===== src/rtl/serial_shift_tx_pkg.sv =====
// Shared types and helpers for the serial shift-link transmitter.
// Imported by the RTL and the bench.
package serial_tx_pkg;

    typedef enum logic [2:0] {
        IDLE,
        START,
        DATA,
        PARITY,
        STOP
    } tx_state_t;

    // Busy cycles of one frame, measured from the accept edge.
    function automatic int frame_cycles(input int data_w, input int cpb,
                                        input int par_en);
        return (data_w + 2 + par_en) * cpb;
    endfunction

endpackage


===== src/rtl/serial_shift_tx_if.sv =====
// Parallel load handshake between producer and transmitter.
// Data_In is valid alongside Load_Valid and is taken when Load_Ready is high.
interface serial_shift_tx_if #(
    parameter int DATA_W = 8
) ();

    logic [DATA_W-1:0] Data_In;
    logic              Load_Valid;
    logic              Load_Ready;

    modport master (
        output Data_In,
        output Load_Valid,
        input  Load_Ready
    );

    modport slave (
        input  Data_In,
        input  Load_Valid,
        output Load_Ready
    );

endinterface


===== src/rtl/serial_shift_tx_bit_timer.sv =====
// Bit-period timer: bit_end marks the last clock of each serial bit.
// Cleared on accept so every frame starts on a fresh bit period.
module bit_timer #(
    parameter int CLKS_PER_BIT = 4
) (
    input  logic Clk,
    input  logic Reset_n,
    input  logic clear,
    input  logic run,
    output logic bit_end
);

    localparam int CW = $clog2(CLKS_PER_BIT + 1);
    localparam logic [CW-1:0] LAST = CW'(CLKS_PER_BIT - 1);

    logic [CW-1:0] cnt;

    assign bit_end = run && (cnt == LAST);

    always_ff @(posedge Clk or negedge Reset_n) begin
        if (!Reset_n) begin
            cnt <= '0;
        end else if (clear || !run || bit_end) begin
            cnt <= '0;
        end else begin
            cnt <= cnt + 1'b1;
        end
    end

endmodule


===== src/rtl/serial_shift_tx.sv =====
// Parallel-in, serial-out frame transmitter, LSB first.
// Frame: start, data, optional even parity, stop; each bit CLKS_PER_BIT clocks.
module serial_shift_tx
    import serial_tx_pkg::*;
#(
    parameter int DATA_W       = 8,
    parameter int CLKS_PER_BIT = 4,
    parameter int PARITY_EN    = 0
) (
    input  logic                 Clk,
    input  logic                 Reset_n,
    serial_shift_tx_if.slave     load,
    output logic                 Tx,
    output logic                 Busy,
    output logic                 Done
);

    localparam int IW = $clog2(DATA_W + 1);
    localparam logic [IW-1:0] LAST_BIT = IW'(DATA_W - 1);

    tx_state_t         state;
    tx_state_t         state_nx;
    logic [DATA_W-1:0] shift_reg;
    logic [IW-1:0]     bit_idx;
    logic              par_bit;
    logic              done_q;
    logic              accept;
    logic              bit_end;
    logic              last_bit;

    assign accept          = load.Load_Valid && (state == IDLE);
    assign last_bit        = (bit_idx == LAST_BIT);
    assign load.Load_Ready = (state == IDLE);
    assign Busy            = (state != IDLE);
    assign Done            = done_q;

    bit_timer #(
        .CLKS_PER_BIT(CLKS_PER_BIT)
    ) u_timer (
        .Clk    (Clk),
        .Reset_n(Reset_n),
        .clear  (accept),
        .run    (Busy),
        .bit_end(bit_end)
    );

    always_comb begin
        state_nx = state;
        unique case (state)
            IDLE:   if (accept) state_nx = START;
            START:  if (bit_end) state_nx = DATA;
            DATA: begin
                if (bit_end && last_bit)
                    state_nx = (PARITY_EN != 0) ? PARITY : STOP;
            end
            PARITY: if (bit_end) state_nx = STOP;
            STOP:   if (bit_end) state_nx = IDLE;
            default: state_nx = IDLE;
        endcase
    end

    // Line level is decoded from registered state only.
    always_comb begin
        Tx = 1'b1;
        unique case (state)
            START:   Tx = 1'b0;
            DATA:    Tx = shift_reg[0];
            PARITY:  Tx = par_bit;
            default: Tx = 1'b1;
        endcase
    end

    always_ff @(posedge Clk or negedge Reset_n) begin
        if (!Reset_n) begin
            state <= IDLE;
        end else begin
            state <= state_nx;
        end
    end

    always_ff @(posedge Clk or negedge Reset_n) begin
        if (!Reset_n) begin
            shift_reg <= '0;
            bit_idx   <= '0;
            par_bit   <= 1'b0;
            done_q    <= 1'b0;
        end else begin
            done_q <= (state == STOP) && bit_end;
            if (accept) begin
                shift_reg <= load.Data_In;
                par_bit   <= ^load.Data_In;
                bit_idx   <= '0;
            end else if ((state == DATA) && bit_end) begin
                shift_reg <= shift_reg >> 1;
                bit_idx   <= last_bit ? '0 : bit_idx + 1'b1;
            end
        end
    end

endmodule


===== src/flat_wrapper.sv =====
// flat-port wrapper written by rule: the top's interface ports become plain ports
module serial_shift_tx_flat import serial_tx_pkg::*;
#(
    parameter int DATA_W       = 8,
    parameter int CLKS_PER_BIT = 4,
    parameter int PARITY_EN    = 0
)
  (Clk, Reset_n, Tx, Busy, Done, load_Data_In, load_Load_Valid, load_Load_Ready);
  serial_shift_tx_if #(.DATA_W(DATA_W)) load_i ();
  input  logic Clk;
  input  logic Reset_n;
  output logic Tx;
  output logic Busy;
  output logic Done;
  input wire logic [$bits(load_i.Data_In)-1:0] load_Data_In;
  input wire logic [$bits(load_i.Load_Valid)-1:0] load_Load_Valid;
  output wire logic [$bits(load_i.Load_Ready)-1:0] load_Load_Ready;
  assign load_i.Data_In = load_Data_In;
  assign load_i.Load_Valid = load_Load_Valid;
  assign load_Load_Ready = load_i.Load_Ready;
  serial_shift_tx #(.DATA_W(DATA_W), .CLKS_PER_BIT(CLKS_PER_BIT), .PARITY_EN(PARITY_EN)) u_core (.Clk(Clk), .Reset_n(Reset_n), .load(load_i), .Tx(Tx), .Busy(Busy), .Done(Done));
endmodule

===== config.mk =====
export PLATFORM = sky130hd
export DESIGN_NAME = serial_shift_tx_flat
export DESIGN_NICKNAME = d
export VERILOG_FILES = /design/src/rtl/serial_shift_tx_pkg.sv /design/src/rtl/serial_shift_tx_if.sv /design/src/rtl/serial_shift_tx_bit_timer.sv /design/src/rtl/serial_shift_tx.sv /design/src/flat_wrapper.sv
export SDC_FILE = /design/constraint.sdc
export NUM_CORES = 1
export LEC_CHECK = 0
export CAP_MARGIN = 5
export CORE_MARGIN = 2
export CORE_UTILIZATION = 51
export DETAILED_ROUTE_END_ITERATION = 10
export PLACE_DENSITY = 0.81
export SYNTH_ARGS = -nofsm -noshare
export SYNTH_HDL_FRONTEND = slang
export SYNTH_HIERARCHICAL = 1
export SYNTH_SLANG_ARGS = --single-unit

===== constraint.sdc =====
create_clock -name Clk -period 3.1 [get_ports Clk]
set_input_delay 0.31 -clock Clk [delete_from_list [all_inputs] [get_ports Clk]]
set_output_delay 0.31 -clock Clk [all_outputs]
set_load 0.01 [all_outputs]

==> results.md, run 1 <==
- Total GRT Usage: 0.160
- Final Critical Period: 2.43 ns
- Worst R2R Start: u_core/state[2]
- Die height: 49.7 um
- Die X: 49.7 um
- Largest net degree at the start of global routing: 21
- Hold/Removal Path Class: reg2reg
- DRC Markers: 0
- Routed WL: 1740 um
- Critical R2R Capture: u_core/bit_idx[2]
- Mux share of post-synthesis cell area: 0.0856
- Setup Skew: 0.00202 ns
- Setup crit end kind: flip-flop
- CTS max path bufs: 2
- CTS tree: yes
- Worst Max-Slew Pin Slew: 0.876 ns
- Final ANT Viol Nets: 0
- FF-to-FF path depth: 6
- CP Data Arrival Time: 2.61 ns
- GPL Wtd Cong: 0.846
- Post-synthesis cell type count: 31
- Hold path start: u_core/u_timer/cnt[0]
- First-pass GRT wire length: 2980 um
- Pre-antenna DRT Iters: 4
- Slew Viols, Final: 0
- Area Overhead vs Synth: 15.8%
- Max cap viols: 0
- RSZ-0062 raised after global routing: false
- Total vias in the final route: 744
- Cell Count, Final, Fillers Out: 142
- CP required: 3.29 ns
- Worst hold path depth: 1
- Post-Synth XOR/XNOR Area: 0.0657
- Detailed Place HPWL: 1300 um
- IO Pins: 15
- Clock sink count: 20
- Die area: 2470 um^2
- Rows: 16
- Initial Utilization: 0.544
- Setup tns final: 0 ns
- Pre-CTS setup slack: 0.695 ns
- Worst R2R Setup Slack: 0.67 ns
- Yosys warnings: 6
- Slew headroom: 0.414
- Critical Path Start Type: flip-flop
- Clock transition at path regs: 0.10 ns
- Number of CTS-inserted buffers: 3
- # setup viols final: 0
- Worst Hold Endpoint: u_core/u_timer/cnt[0]
- Post-synthesis simple-gate area fraction: 0.191
- Dpl cells: 139
- Share of cells above drive strength 1: 0.0957
- H-tree depth: 1
- Sequential area share after synthesis: 0.469
- Root Driver: clkbuf_4
- Post-synthesis compound-gate area fraction: 0.107
- WL per Instance: 12.2 um
- Largest family of logic cells by synthesized area: simple AND/OR/NAND/NOR gates
- Final worst setup slack: 0.675 ns
- Skew-Pair Late Insertion Delay: 0.29 ns
- I/O Buffers: 14
- Outcome: finished, final reports clean
- Via density: 5.24
- Crit Path Class: reg2reg
- GR Overflow Total: 0
- Mapped Cells: 102
- Commonest non-fill, non-tap cells in the layout: dfrtp_1, clkdlybuf4s50_1, nor2_1
- Avg Inst Size Synth: 10.5 um^2
- Antenna Cells: 0
- Antenna violations before repair: 0
- Core Region: 1960 um^2
- Peak VDD IR: 0.000413 V
- Adder-Cell Fraction of Synth Area: 0.0352
- Fmax: 412 MHz
- Synthesized area: 1070 um^2
- Total Nets Final: 131
- Hold Buf Count CTS: 0
- Fin. Hold Viols: 0
- Vias in the first global route: 721
- Crit-path max FO: 19
- Pwr/cell area: 786 nW/um^2
- Leak Pwr: 0.503 nW
- Max reg flops: 8
- Post-route clock period utilization: 0.782
- Post_cts resized: 0
- Post-CTS Setup Inserts: 0
- Initial DRC Count: 8
- Mapped Nets: 116
- FF+latch count, synth: 20
- Commonest non-fill, non-tap cell in the layout: dfrtp_1
Yosys cell counts:
cell type | n | area, um^2
inv_1 | 4 | 15.0
a22o_1 | 1 | 8.76
or2_2 | 1 | 6.26
a22oi_1 | 1 | 7.51
dfrtp_1 | 20 | 500
nand3_1 | 2 | 10.0
a21oi_1 | 9 | 45.0
buf_1 | 2 | 7.51
nor2_1 | 14 | 52.6
xnor2_1 | 8 | 70.1
buf_2 | 1 | 5.00
nand2b_1 | 1 | 6.26
and3b_1 | 1 | 8.76
mux2_2 | 1 | 11.3
mux2i_1 | 8 | 80.1
a21oi_2 | 1 | 8.76
o32ai_1 | 1 | 8.76
nor3b_1 | 1 | 7.51
nor4_1 | 1 | 6.26
o21ai_0 | 3 | 15.0
and2_2 | 1 | 7.51
or3_1 | 1 | 6.26
ha_1 | 3 | 37.5
nor4b_4 | 1 | 23.8
a211oi_4 | 1 | 20.0
nor4b_1 | 2 | 17.5
and3_1 | 1 | 6.26
nand2_1 | 6 | 22.5
and4bb_2 | 1 | 12.5
nor3_1 | 2 | 10.0
buf_6 | 2 | 22.5
how the worst max path moves through the flow:
stage               startpoint                end  slack, ns  cells past startpoint
2_1_floorplan  u_core/state[0]  u_core/bit_idx[2]       0.96                      7
3_3_place_gp   u_core/state[2]  u_core/bit_idx[2]       0.80                      6
3_5_place_dp   u_core/state[2]  u_core/bit_idx[2]       0.70                      6
4_1_cts        u_core/state[0]  u_core/bit_idx[2]       0.69                      6
5_1_grt        u_core/state[2]  u_core/bit_idx[2]       0.48                      6
6_report       u_core/state[2]  u_core/bit_idx[2]       0.67                      6
report_power, final:
part	internal [mW]	leakage (nW)	switching, mW
clock network	0.0451	0.0138	0.0706
registers	0.366	0.240	0.0925
logic	0.211	0.249	0.186
worst max-delay path: stages, from the launching register on:
cell and delay (ns):
dfrtp_1 0.60, or3_1 0.27, and2_2 0.22, nand2_1 0.14
a211oi_4 0.66, o21ai_0 0.18, a22o_1 0.26
routing by layer:
metal / vias up / wire length (um) / GRT usage
li1: 379 / - / -
met1: 358 / 838 / 0.217
met2: 5 / 839 / 0.240
met3: 2 / 42 / 0.0303
met4: 0 / 15 / 0.0926
met5: - / 0 / 0
kinds of logic (layout without fill, tap and decap cells):
family | Yosys count | after routing
fa+ha+maj | 3 | 3
buf+inv | 9 | 22
xor+xnor | 8 | 8
compound gates | 17 | 17
simple gates | 36 | 36
mux | 9 | 9
flops | 20 | 20
through the flow:
stage          hold slack (ns)  utilization  power, mW  instance area [um^2]
2_1_floorplan           0.0144            -      0.759                  1070
3_3_place_gp             0.425        0.619      0.842                  1210
3_5_place_dp             0.438        0.619      0.867                  1210
4_1_cts                  0.452        0.630      0.982                  1240
5_1_grt                  0.466        0.630       1.06                  1240
6_report                 0.451        0.630      0.972                  1240
final cells by class:
| type | instances | area (um^2) |
|---|---|---|
| Sequential cell | 20 | 500 |
| Multi-Input combinational cell | 73 | 517 |
| Clock buffer | 3 | 22.5 |
| Tap cell | 27 | 33.8 |
| Fill cell | 168 | 726 |
| Timing Repair Buffer | 15 | 148 |
| Inverter | 4 | 15.0 |
Power figures use the tool's default switching activity.
==> run 2, diff against run 1 <==
- clock period: 3.1 -> 2.3 ns (I/O delays scaled with it)
==> results.md, run 2 (synthesized netlist as in run 1, its figures left out) <==
- Outcome: finished, final reports clean
- I/O Buffers: 14
- Rows: 16
- Fin util: 0.668
- Worst Max-Slew Pin Slew: 0.334 ns
- Max reg flops: 8
- GPL Wtd Cong: 0.803
- Worst R2R Setup Slack: 0.39 ns
- Post-CTS Setup Inserts: 0
- First-pass GRT wire length: 3210 um
- Leak Pwr: 0.547 nW
- Slew headroom: 0.775
- Critical Path Start Type: flip-flop
- Crit path max-delay cell type: clkdlybuf4s50_1
- Initial Utilization: 0.544
- Number of CTS-inserted buffers: 3
- Share of cells above drive strength 1: 0.148
- Initial DRC Count: 15
- Antenna Cells: 0
- Pwr/cell area: 1130 nW/um^2
- Via density: 5.20
- IO Pins: 15
- Post-route clock period utilization: 0.878
- CP required: 2.07 ns
- Crit path max-delay family: buffers and inverters
- Vias in the first global route: 759
- Commonest non-fill, non-tap cells in the layout: dfrtp_1, clkdlybuf4s50_1, nor2_1
- Clock sink count: 20
- Antenna violations before repair: 0
- Clock transition at path regs: 0.11 ns
- CTS tree: yes
- Routed WL: 1820 um
- Post_cts resized: 0
- Hold/Removal Path Class: in2async
- Root Driver: clkbuf_4
- Final ANT Viol Nets: 0
- Crit-path max cell delay: 0.47 ns
- Hold Buf Count CTS: 0
- Skew-Pair Late Insertion Delay: 0.29 ns
- Crit Path Class: reg2out
- CP Buf/Inv Count: 2
- Total Nets Final: 137
- Final Critical Period: 2.02 ns
- Pre-antenna DRT Iters: 4
- RSZ-0062 raised after global routing: false
- # setup viols final: 0
- Crit-path max FO: 10
- Total vias in the final route: 775
- Peak VDD IR: 0.000654 V
- Setup tns final: 0 ns
- Die X: 49.7 um
- Die height: 49.7 um
- Largest net degree at the start of global routing: 21
- Setup Skew: 0.00427 ns
- Slew Viols, Final: 0
- CP Data Arrival Time: 1.79 ns
- Commonest non-fill, non-tap cell in the layout: dfrtp_1
- Setup crit end kind: output pin
- DRC Markers: 0
- Detailed Place HPWL: 1370 um
- Die area: 2470 um^2
- Hold_ws: 0.255 ns
- Core Region: 1960 um^2
- Fmax: 495 MHz
- GR Overflow Total: 0
- CP cell instances: buf_4 > nor2_1 > a22oi_1 > or2_2 > clkdlybuf4s50_1
- H-tree depth: 1
- Fin. Hold Viols: 0
- Total GRT Usage: 0.172
- WL per Instance: 12.2 um
- Max cap viols: 0
- Area Overhead vs Synth: 22.9%
- CTS max path bufs: 2
==> run 2: cell types whose count changed in the layout (fill, tap and decap cells not counted) <==
cell	previous run	this run
buf_4	1	7
bufinv_16	0	1
==> run 2: area by class of cell <==
cell class                 instances  area [um^2]
sequential                        20          500
multi-input combinational         73          517
clock buffer                       3         22.5
inverter                           4         15.0
clock inverter                     1         30.0
fill                             155          651
timing repair buffer              21          193
tap                               27         33.8
==> run 2: through the flow <==
stage | total power, mW | area [um^2] | cells | setup WS, ns
after floorplan | 1.02 | 1070 | 102 | 0.165
after global placement | 1.18 | 1260 | 145 | 0.456
after detailed placement | 1.21 | 1260 | 145 | 0.392
after CTS | 1.50 | 1310 | 149 | 0.271
after global routing | 1.60 | 1310 | 149 | 0.203
final | 1.49 | 1310 | 149 | 0.282
==> run 2: final timing paths <==
check                                      startpoint               endpoint  depth (start not counted)
worst max-delay path                  u_core/state[0]                     Tx                          5
worst min-delay path                          Reset_n      u_core/bit_idx[1]                          2
worst max register to register  u_core/u_timer/cnt[0]      u_core/bit_idx[2]                          8
worst min register to register  u_core/u_timer/cnt[0]  u_core/u_timer/cnt[0]                          1
max in group asynchronous                     Reset_n        u_core/state[2]                          2
min in group Clk                u_core/u_timer/cnt[0]  u_core/u_timer/cnt[0]                          1
==> run 2: where the power goes <==
part | internal (mW) | switching [mW]
Clock | 0.176 | 0.102
Combinational | 0.319 | 0.319
Sequential | 0.494 | 0.0763
==> run 2: layer usage <==
| layer | global-route usage | wire, um | part of all wire |
|---|---|---|---|
| met1 | 0.218 | 853 | 0.47 |
| met2 | 0.282 | 915 | 0.50 |
| met3 | 0.0394 | 37 | 0.020 |
| met4 | 0.0694 | 12 | 0.0066 |
| met5 | 0 | 0 | 0 |
==> run 2: worst reg2reg max path, stage by stage, from the launching register on <==
cell and delay, ns:
dfrtp_1 0.37, ha_1 0.15, ha_1 0.19, and2_2 0.20
nand2_1 0.13, a211oi_4 0.26, buf_4 0.20, o21ai_0 0.09
a22o_1 0.23
==> run 3, diff against run 2 <==
- ABC_AREA: default -> 1
- PLACE_DENSITY: 0.81 -> 0.8
==> results.md, run 3 <==
- Die area: 2920 um^2
- Post_cts resized: 0
- Synthesized area: 1280 um^2
- CP Buf/Inv Count: 1
- Hold/Removal Path Class: in2async
- GPL Wtd Cong: 0.819
- Comb power frac: 0.496
- H-tree depth: 1
- Asr flop ratio synth: 1.00
- # setup viols final: 0
- Primary FF master, synth: dfrtp_1
- Switching pwr: 0.674 mW
- Sequential area share after synthesis: 0.391
- Yosys top cell area share: 0.391
- Post-synthesis cell type count: 30
- Yosys warnings: 6
- Commonest non-fill, non-tap cell in the layout: nand2_1
- Worst Max-Slew Pin Slew: 0.357 ns
- RSZ-0062 raised after global routing: false
- Core Region: 2430 um^2
- CTS tree: yes
- Total GRT Usage: 0.193
- Peak VDD IR: 0.000830 V
- CP required: 2.07 ns
- Root Driver: clkbuf_4
- Fmax: 501 MHz
- Critical path depth: 4
- Routed WL: 2340 um
- Initial DRC Count: 22
- Rows: 18
- Sequential share of power: 0.373
- Commonest cells in the netlist: nand2_1, dfrtp_1, inv_1
- Clock transition at path regs: 0.12 ns
- Worst R2R Start: u_core/state[1]
- IO Pins: 15
- Slew headroom: 0.761
- Setup Skew: 0.00962 ns
- Switching part of the total: 0.431
- Final Critical Period: 1.99 ns
- Crit-path max FO: 7
- Area Overhead vs Synth: 14.4%
- Skew-Pair Late Insertion Delay: 0.30 ns
- Number of CTS-inserted buffers: 3
- Crit path max-delay family: buffers and inverters
- CP cell instances: nor3_2 > a21oi_1 > nand2_1 > clkdlybuf4s50_1
- Post-route clock period utilization: 0.867
- Pre-antenna DRT Iters: 6
- Critical R2R Capture: u_core/bit_idx[2]
- FF+latch count, synth: 20
- Mapped Cells: 163
- Dpl cells: 205
- Vias in the first global route: 1,026
- Commonest non-fill, non-tap cells in the layout: nand2_1, dfrtp_1, inv_1
- Hold Buf Count CTS: 0
- Setup tns final: 0 ns
- Setup crit end kind: output pin
- Max cap viols: 0
- Crit-path max cell delay: 0.53 ns
- Max reg flops: 8
- Cell Count, Final, Fillers Out: 209
- Die height: 54.1 um
- Total vias in the final route: 1,075
- Hold_ws: 0.253 ns
- Crit Path Class: reg2out
- Total Nets Final: 194
- First-pass GRT wire length: 4040 um
- CTS max path bufs: 2
- Via density: 5.14
- Slew Viols, Final: 0
- Largest net degree at the start of global routing: 23
- Antenna violations before repair: 0
- Worst R2R Setup Slack: 0.67 ns
- Leak Pwr: 0.759 nW
- WL per Instance: 11.2 um
- Initial Utilization: 0.526
- Critical Path Start Type: flip-flop
- Most common cell in the synthesized netlist: nand2_1
- Clk pwr share: 0.131
- Fin. Hold Viols: 0
- Die X: 54.1 um
- Outcome: finished, final reports clean
- Int Power: 0.889 mW
- Share of cells above drive strength 1: 0.184
- DRC Markers: 0
- Final ANT Viol Nets: 0
- Antenna Cells: 0
- Mapped Nets: 177
- Clock sink count: 20
- Crit path max-delay cell type: clkdlybuf4s50_1
- Pwr/cell area: 1070 nW/um^2
- Post-CTS Setup Inserts: 0
- CP Data Arrival Time: 1.76 ns
- FF-to-FF path depth: 8
- Avg Inst Size Synth: 7.84 um^2
- Post-synth EDFFs: 0
- Post-synth top area cell: dfrtp_1
- GR Overflow Total: 0
- Top post-synthesis cells by area: dfrtp_1, nand2_1, inv_1
- I/O Buffers: 14
- Detailed Place HPWL: 1800 um
## run 3: cell count changes after synthesis, sizes merged, moves of 7 or more
cell,before,now
nand2,6,50
inv,4,23
nand3,2,15
o21ai,3,12
mux2i,8,0
xnor2,8,1
## run 3: power by group through the flow
stage,combinational [mW],sequential (mW),clock [mW]
6_report,0.776,0.583,0.205
5_1_grt,0.878,0.598,0.225
4_1_cts,0.790,0.580,0.209
3_5_place_dp,0.782,0.587,0
3_3_place_gp,0.756,0.579,0
2_1_floorplan,0.616,0.561,0
## run 3: area by class of cell
type                    instances  area (um^2)
repair buffers                 15          148
fillers                       244          970
well taps                      30         37.5
flip-flops and latches         20          500
multi-input cells             117          652
clock buffers                   4         36.3
inverters                      23         88.8
## run 3: metrics by stage
step                worst slack, ns   util  area (um^2)  total power [mW]
floorplan                     0.906      -         1280              1.18
global placement              0.677  0.586         1430              1.33
detailed placement            0.648  0.586         1430              1.37
CTS                           0.301  0.601         1460              1.58
global route                  0.178  0.601         1460              1.70
finish                        0.306  0.601         1460              1.56
## run 3: worst max path at each step
stage,startpoint,endpoint,slack (ns)
2_1_floorplan,u_core/u_timer/cnt[0],u_core/shift_reg[1],0.91
3_3_place_gp,u_core/state[2],Tx,0.68
3_5_place_dp,u_core/state[2],Tx,0.65
4_1_cts,u_core/state[2],Tx,0.30
5_1_grt,u_core/state[1],Tx,0.18
6_report,u_core/state[2],Tx,0.31
## run 3: cells by family (layout without fill, tap and decap cells)
kind of cell / count (synthesis) / in the layout / share of synthesized area
AO/OA/AOI/OAI: 24 / 24 / 0.125
XOR/XNOR: 1 / 1 / 0.00685
adder cells (fa/ha/maj): 3 / 3 / 0.0294
buffers and inverters: 26 / 42 / 0.0988
flip-flops: 20 / 20 / 0.391
AND/OR/NAND/NOR: 89 / 89 / 0.348
## run 3: layer usage
metal | up-vias | GRT usage | share of wire
li1 | 550 | - | -
met1 | 496 | 0.206 | 0.44
met2 | 27 | 0.368 | 0.50
met3 | 2 | 0.0194 | 0.045
met4 | 0 | 0.100 | 0.012
met5 | - | 0 | 0
